--- src/rtl/hu_fwd_stall_ctrl_pkg.sv ---
// hu_fwd_stall_ctrl_pkg: shared register-index width, x0 constant and hazard FSM states
package hu_fwd_stall_ctrl_pkg;
  localparam int REG_IDX_W = 5;
  localparam logic [REG_IDX_W-1:0] X0 = '0;
  typedef enum logic {RUN, WAIT} hu_state_t;
endpackage

--- src/rtl/hu_operand_sel.sv ---
// hu_operand_sel: per-operand youngest-first forwarding match with a stall-time hold register
module hu_operand_sel
  import hu_fwd_stall_ctrl_pkg::*;
#(
  parameter int XLEN    = 32,
  parameter int NUM_SRC = 4
) (
  input  logic                         clk,
  input  logic                         rst_n,
  input  logic [REG_IDX_W-1:0]         rs,
  input  logic                         ren,
  input  logic [XLEN-1:0]              rf_rdata,
  input  logic [NUM_SRC-1:0]           src_we,
  input  logic [NUM_SRC*REG_IDX_W-1:0] src_rd,
  input  logic [NUM_SRC-1:0]           src_rdy,
  input  logic [NUM_SRC*XLEN-1:0]      src_data,
  input  logic                         stall,
  output logic [XLEN-1:0]              opnd,
  output logic                         hazard
);
  logic            hold_vld;
  logic [XLEN-1:0] hold;
  logic [XLEN-1:0] fwd;
  logic            pend;
  // scan oldest to youngest so the youngest match is applied last, readiness included
  always_comb begin
    fwd  = rf_rdata;
    pend = 1'b0;
    for (int j = NUM_SRC - 1; j >= 0; j--)
      if (src_we[j] && src_rd[j*REG_IDX_W +: REG_IDX_W] == rs) begin
        fwd  = src_data[j*XLEN +: XLEN];
        pend = ~src_rdy[j];
      end
  end
  assign opnd   = (!ren || rs == X0) ? '0 : hold_vld ? hold : fwd;
  assign hazard = ren && rs != X0 && !hold_vld && pend;
  // latch a resolved operand while E is stalled; any non-stalled edge releases it
  always_ff @(posedge clk or negedge rst_n)
    if (!rst_n) begin
      hold_vld <= 1'b0;
      hold     <= '0;
    end else if (!stall) begin
      hold_vld <= 1'b0;
    end else if (ren && !hold_vld && !hazard) begin
      hold_vld <= 1'b1;
      hold     <= opnd;
    end
endmodule

--- src/rtl/hu_fwd_stall_ctrl.sv ---
// hu_fwd_stall_ctrl: E-stage forwarding, use-before-ready stall, stall timeout and stall statistics
module hu_fwd_stall_ctrl
  import hu_fwd_stall_ctrl_pkg::*;
#(
  parameter int XLEN       = 32,
  parameter int NUM_SRC    = 4,
  parameter int NUM_RS     = 2,
  parameter int TMO_CYCLES = 255
) (
  input  logic                         clk,
  input  logic                         rst_n,
  input  logic                         flush_E,
  input  logic                         valid_E,
  input  logic [NUM_RS*REG_IDX_W-1:0]  rs_E,
  input  logic [NUM_RS-1:0]            ren_E,
  input  logic [NUM_RS*XLEN-1:0]       rf_rdata_E,
  input  logic [NUM_SRC-1:0]           src_we,
  input  logic [NUM_SRC*REG_IDX_W-1:0] src_rd,
  input  logic [NUM_SRC-1:0]           src_rdy,
  input  logic [NUM_SRC*XLEN-1:0]      src_data,
  output logic [NUM_RS*XLEN-1:0]       opnd_E,
  output logic                         stall_E,
  output logic                         stall_tmo,
  output logic [31:0]                  stall_cycles
);
  localparam logic [15:0] TMO = TMO_CYCLES[15:0];
  hu_state_t         state_q, state_d;
  logic [NUM_RS-1:0] hazard;
  logic [15:0]       stall_cnt, cnt_d;
  genvar i;
  generate
    for (i = 0; i < NUM_RS; i++) begin : g_op
      hu_operand_sel #(.XLEN(XLEN), .NUM_SRC(NUM_SRC)) u_sel (
        .clk      (clk),
        .rst_n    (rst_n),
        .rs       (rs_E[i*REG_IDX_W +: REG_IDX_W]),
        .ren      (ren_E[i]),
        .rf_rdata (rf_rdata_E[i*XLEN +: XLEN]),
        .src_we   (src_we),
        .src_rd   (src_rd),
        .src_rdy  (src_rdy),
        .src_data (src_data),
        .stall    (stall_E),
        .opnd     (opnd_E[i*XLEN +: XLEN]),
        .hazard   (hazard[i])
      );
    end
  endgenerate
  assign stall_E = valid_E && !flush_E && |hazard;
  // flush, advance and idle all drop stall_E, so they all return to RUN and zero the run length
  always_comb begin
    state_d = stall_E ? WAIT : RUN;
    cnt_d   = !stall_E ? '0 : state_q == RUN ? 16'd1 : &stall_cnt ? stall_cnt : stall_cnt + 16'd1;
  end
  // FSM, consecutive-stall counter, sticky timeout and saturating total
  always_ff @(posedge clk or negedge rst_n)
    if (!rst_n) begin
      state_q      <= RUN;
      stall_cnt    <= '0;
      stall_tmo    <= 1'b0;
      stall_cycles <= '0;
    end else begin
      state_q      <= state_d;
      stall_cnt    <= cnt_d;
      stall_tmo    <= stall_tmo | (cnt_d == TMO);
      stall_cycles <= stall_cycles + {31'd0, stall_E && !(&stall_cycles)};
    end
endmodule

--- config.mk ---
export PLATFORM = sky130hd
export DESIGN_NAME = hu_fwd_stall_ctrl
export DESIGN_NICKNAME = d
export VERILOG_FILES = /design/src/rtl/hu_fwd_stall_ctrl_pkg.sv /design/src/rtl/hu_operand_sel.sv /design/src/rtl/hu_fwd_stall_ctrl.sv
export SDC_FILE = /design/constraint.sdc
export NUM_CORES = 1
export LEC_CHECK = 0
export BUFFER_PORTS_ARGS = -buffer_cell sky130_fd_sc_hd__buf_2
export CAP_MARGIN = 20
export CORE_MARGIN = 1.5
export CORE_UTILIZATION = 51
export DETAILED_ROUTE_END_ITERATION = 8
export PLACE_DENSITY = 0.83
export REMOVE_ABC_BUFFERS = 1
export SKIP_LAST_GASP = 1
export SYNTH_ARGS = -nofsm -noshare
export SYNTH_HDL_FRONTEND = slang
export SYNTH_SLANG_ARGS = --single-unit
--- constraint.sdc ---
create_clock -name clk -period 7.6 [get_ports clk]
set_input_delay 1.52 -clock clk [delete_from_list [all_inputs] [get_ports clk]]
set_output_delay 1.52 -clock clk [all_outputs]
set_load 0.01 [all_outputs]
=== Word level (Yosys, flattened, before mapping) ===
Cells that the tools add are included.

* Add/subtract/negate cells: 2
* Equality and inequality tests: 11
* Multiplexer cells: 28
* Bitwise gates (word level): 5
* Reductions and logical operators: 40

{| class="wikitable"
|+ Operator list
! operator !! count
|-
| 32-bit two-way mux || 12
|-
| 16-bit two-way mux || 3
|-
| 5-bit == test || 8
|-
| 32-bit by 1-bit adder with 32-bit output || 1
|-
| 32-bit AND reduction || 1
|-
| 1-bit logical AND || 21
|-
| 16-bit by 1-bit adder with 16-bit output (second input constant) || 1
|-
| 16-bit by 8-bit == test with 1-bit output (second input constant) || 1
|-
| 16-bit AND reduction || 1
|-
| 1-bit two-way mux || 13
|-
| 5-bit logical NOT || 2
|-
| 5-bit nonzero test || 2
|-
| 1-bit logical NOT || 8
|-
| 2-bit by 1-bit inequality test with 1-bit output (second input constant) || 2
|-
| 1-bit NOT || 4
|-
| 2-bit AND reduction || 2
|-
| 1-bit logical OR || 2
|-
| 2-bit OR reduction || 1
|-
| 1-bit OR || 1
|}

* Flip-flop bits (word level): 116
* Input bits: 236
* Output and inout port bits: 98
* Word-level logic and storage cells: 94

=== Logic depth before layout (Yosys ltp) ===
* Depth after elaboration: 12
* Gate-level depth with buffers: 16
* Mapped depth without buffers: 15

=== Cells and area by module ===
From an unflattened synthesis, not the netlist that was laid out.

* Cell total of the unflattened synthesis: 1230
* Area total of the unflattened synthesis: 10035.9 sq um

{| class="wikitable"
|+ Modules (own cells, without submodules)
! module !! times used !! cells each !! area each (sq um) !! sequential area each (sq um)
|-
| hu_operand_sel || 2 || 501 || 3809.9 || 825.8
|-
| hu_fwd_stall_ctrl || 1 || 228 || 2416.1 || 1251.2
|}

=== Worst setup path before layout ===
Ideal clock, no wire load.

* Path kind: in2out
* From: input rs_E[6]
* To: output opnd_E[54]
* Data arrival time: 3.564 ns
* Required time: 6.080 ns
* Slack: 2.516 ns
* Cell stages on the path: 8
* Buffers on the path: 2
* Cells stage by stage: clkbuf_1 -> xor2_1 -> nor4_4 -> clkbuf_1 -> and3_1 -> a211o_1 -> o21ai_0 -> a2111oi_0

* Longest elaborated chain between the ends: 8
* Elaborated cells between the ends (all ways): 16
* Classes of those cells: eq/ne: 4; mux: 6; reduce/logical: 6

{| class="wikitable"
|+ RTL lines
! what !! line !! source
|-
| from (decl) || hu_fwd_stall_ctrl.sv:14 || <nowiki>input logic [NUM_RS*REG_IDX_W-1:0] rs_E,</nowiki>
|-
| 5-bit == test || hu_operand_sel.sv:30 || <nowiki>if (src_we[j] && src_rd[j*REG_IDX_W +: REG_IDX_W] == rs) begin</nowiki>
|-
| 1-bit logical AND || hu_operand_sel.sv:30 ||
|-
| 32-bit two-way mux (4 in series) || hu_operand_sel.sv:30 ||
|-
| 32-bit two-way mux || hu_operand_sel.sv:35 || <nowiki>assign opnd = (!ren || rs == X0) ? '0 : hold_vld ? hold : fwd;</nowiki>
|-
| 32-bit two-way mux * || hu_operand_sel.sv:35 ||
|-
| to (decl) || hu_fwd_stall_ctrl.sv:21 || <nowiki>output logic [NUM_RS*XLEN-1:0] opnd_E,</nowiki>
|}

Every way passes the cells marked *; elsewhere a longest branch is shown, timed or not.

=== Worst setup path after layout ===
* From: input rs_E[7]
* To: output opnd_E[37]

Same word-level chain as after synthesis.

==> metrics.cfg <==
[drt]
wire_per_inst_um = 21.6
via_per_inst = 6.22
drt-total-wl_um = 31600
route.detailed.drc = 0
ant_nets = 0
vias = 9109
first_pass_iters = 5
first_iter_violations = 891

[place]
placed_area_um2 = 10500
gp_congestion = 0.923
hpwl_um = 22700
portBuffers = 333
place_ws_ns = 1.62

[logic_synthesis]
synth_enable_flop_cells = 0
synth_seq_cells = 116
ys_warn_count = 0
syn_area_per_cell_um2 = 9.36
netlist_area_um2 = 8740
synth_cells = 933
ys_seq_area_frac = 0.332
synth_flop_cell = dfrtp_1
async_flop_share = 1.00
ys_types = 55

[sta]
finalCritPeriodShare = 0.795
period_minus_slack_ns = 6.04
rsz0062_at_grt = false
final_max_slew_viol_count = 0
hold_viol_final = 0
skew_ns = 0.0173
layout_setup_ws_ns = 1.56
worstMarginPinSlew_ns = 1.03
finalSetupViolCount = 0
slew_headroom = 0.307
fmax_mhz = 165
setup_tns_ns = 0

[floorplanning]
die_y_um = 134
die_w_um = 134
die-area_um2 = 17900
rows = 47
core_area_um2 = 16600
ios = 334
start_util = 0.525

[final_layout]
syn_to_final_growth_pct = 27.8
drive_gt1_frac = 0.407
postLayoutCellArea_um2 = 11200
fillers = 1349
fin_nets = 1466

[global_route]
overflow = 0
grt_pass1_vias = 8839
grt_pass1_wl_um = 48300
antenna_found_initial = 6
grt_start_max_net_pins = 70
grt_usage = 0.349

[min_path]
worstHoldPathCells = 1
hp-class = flop to flop
worst_hold_path.endpoint = g_op[1].u_sel.hold[7]$_DFFE_PN0P_
hold_start = g_op[1].u_sel.hold[7]$_DFFE_PN0P_

[critical_path]
end_kind = output pin
cp_max_fo = 34
ff2ff_path_depth = 13
worstSetupPathType = input pin to output pin
r2r_end = stall_cycles[25]$_DFF_PN0_
start_kind = input pin
cp.arrival_ns = 4.52
worstPathRequired_ns = 6.08
reg2reg_slack_ns = 3.63
r2r-start = g_op[0].u_sel.hold_vld$_DFFE_PN0P_

[clock_network]
insertion_delay_ns = 0.42
max-clock-path-buffers = 2
htreeDepth = 4
clkTransAtPathRegs_ns = 0.05
cts.sinks = 116
numCtsBuffers = 17
cts_tree = built
cts_root_buf = clkbuf_16
cts_setup_buffers = 0
cts_resized = 0
hold_buffers = 0

[power]
p_total_mw = 1.85
ir_drop_mv = 0.186
cellPowerDensity_nw_per_um2 = 165
power.leakage_nw = 5.85

[run]
max_cap_viol_count = 0

[run_status]
status = finished, final reports clean

cells by family after synthesis:
logic type	count (synthesis)	synth area share
xor+xnor	80	0.0802
fa+ha+maj	3	0.00430
compound gates	257	0.236
simple gates	293	0.171
flops	116	0.332
mux	97	0.133
buf+inv	87	0.0425
worst max-delay path: stages:
cell	delay, ns
buf_2	0.15
xor2_1	0.15
nor4_1	0.40
nand3_2	0.11
buf_4	0.28
nand3b_1	0.49
buf_4	0.40
nor2_1	0.07
a2111oi_0	0.64
buf_2	0.26
cell usage in the layout, fill, tap and decap left out, types with 20 or more instances in the layout:
cell type,netlist,routed
a21oi_1,41,41
buf_4,2,20
nor2_1,99,98
o221a_2,64,64
dfrtp_1,116,115
nand3_1,24,21
a2111oi_0,31,31
and3_1,45,45
mux2_4,30,30
a211o_1,32,32
xnor2_1,39,39
xor2_1,41,41
mux2i_1,33,33
buf_2,12,332
nand2b_1,35,35
o21ai_0,35,35
o31ai_1,33,33
nand2_1,34,34
flip-flops by register name, summed over array words and instances (netlist names):
register / count
g_op.u_sel.hold: 64
stall_cycles: 32
stall_cnt: 16
g_op.u_sel.hold_vld: 2
stall_tmo: 1
state_q: 1
synth_stat cells (2+ instances only):
master | count | area, um^2
mux2_4 | 30 | 450
nand3_1 | 24 | 120
buf_2 | 12 | 60.1
a31oi_1 | 3 | 18.8
mux2_2 | 17 | 191
and2_1 | 3 | 18.8
xor2_1 | 41 | 359
nand4_1 | 9 | 56.3
xnor2_1 | 39 | 342
nand2b_1 | 35 | 219
a211o_1 | 32 | 280
o221a_2 | 64 | 721
and4_1 | 2 | 17.5
or3_1 | 2 | 12.5
a2111oi_0 | 31 | 272
mux2i_1 | 33 | 330
buf_1 | 5 | 18.8
and3_1 | 45 | 282
nor2_1 | 99 | 372
nor4_1 | 10 | 62.6
o21ai_0 | 35 | 175
nor2b_1 | 3 | 18.8
o21ai_1 | 2 | 10.0
o211ai_1 | 3 | 22.5
buf_6 | 3 | 33.8
mux2_1 | 17 | 191
o31ai_1 | 33 | 248
a211oi_1 | 2 | 15.0
a2111oi_1 | 2 | 20.0
ha_1 | 3 | 37.5
or4_1 | 2 | 15.0
buf_4 | 2 | 15.0
nand2_1 | 34 | 128
nor3b_1 | 2 | 15.0
inv_1 | 9 | 33.8
a21oi_1 | 41 | 205
nor3_1 | 17 | 85.1
dfrtp_1 | 116 | 2900
clkbuf_1 | 55 | 206
worst max-delay path by stage:
stage	startpoint	to	slack (ns)
after CTS	rs_E[7]	opnd_E[40]	1.61
after floorplan	rs_E[1]	stall_E	1.54
after detailed placement	rs_E[7]	opnd_E[40]	1.62
after global routing	rs_E[7]	opnd_E[53]	1.39
final	rs_E[7]	opnd_E[37]	1.56
after global placement	rs_E[6]	opnd_E[48]	1.64
routing by layer:
metal  up-vias  part of all wire  global-route usage
met5         -           0.00070                   0
met4         4             0.046               0.196
met3       100             0.088              0.0722
met2       574              0.48               0.572
met1      4292              0.39               0.431
li1       4139                 -                   -
power by group:
part	switching, mW	internal, mW
sequential	0.0139	0.641
clock	0.303	0.552
combinational	0.181	0.156
area by class of cell:
type,instances,area [um^2],area share
clock buffers,18,429,0.0384
clock inverters,14,201,0.0180
flip-flops and latches,116,2900,0.260
repair buffers,352,1810,0.162
multi-input cells,730,5490,0.492
inverters,10,37.5,0.00336
diodes,4,10.0,0.000897
well taps,220,275,0.0247
per-stage QoR:
stage,instances,util,hold slack [ns]
floorplan,856,-,0.441
global placement,1428,0.632,0.459
detailed placement,1428,0.632,0.465
CTS,1460,0.670,0.484
global route,1464,0.671,0.488
finish,1464,0.671,0.482
Power figures use the tool's default switching activity.
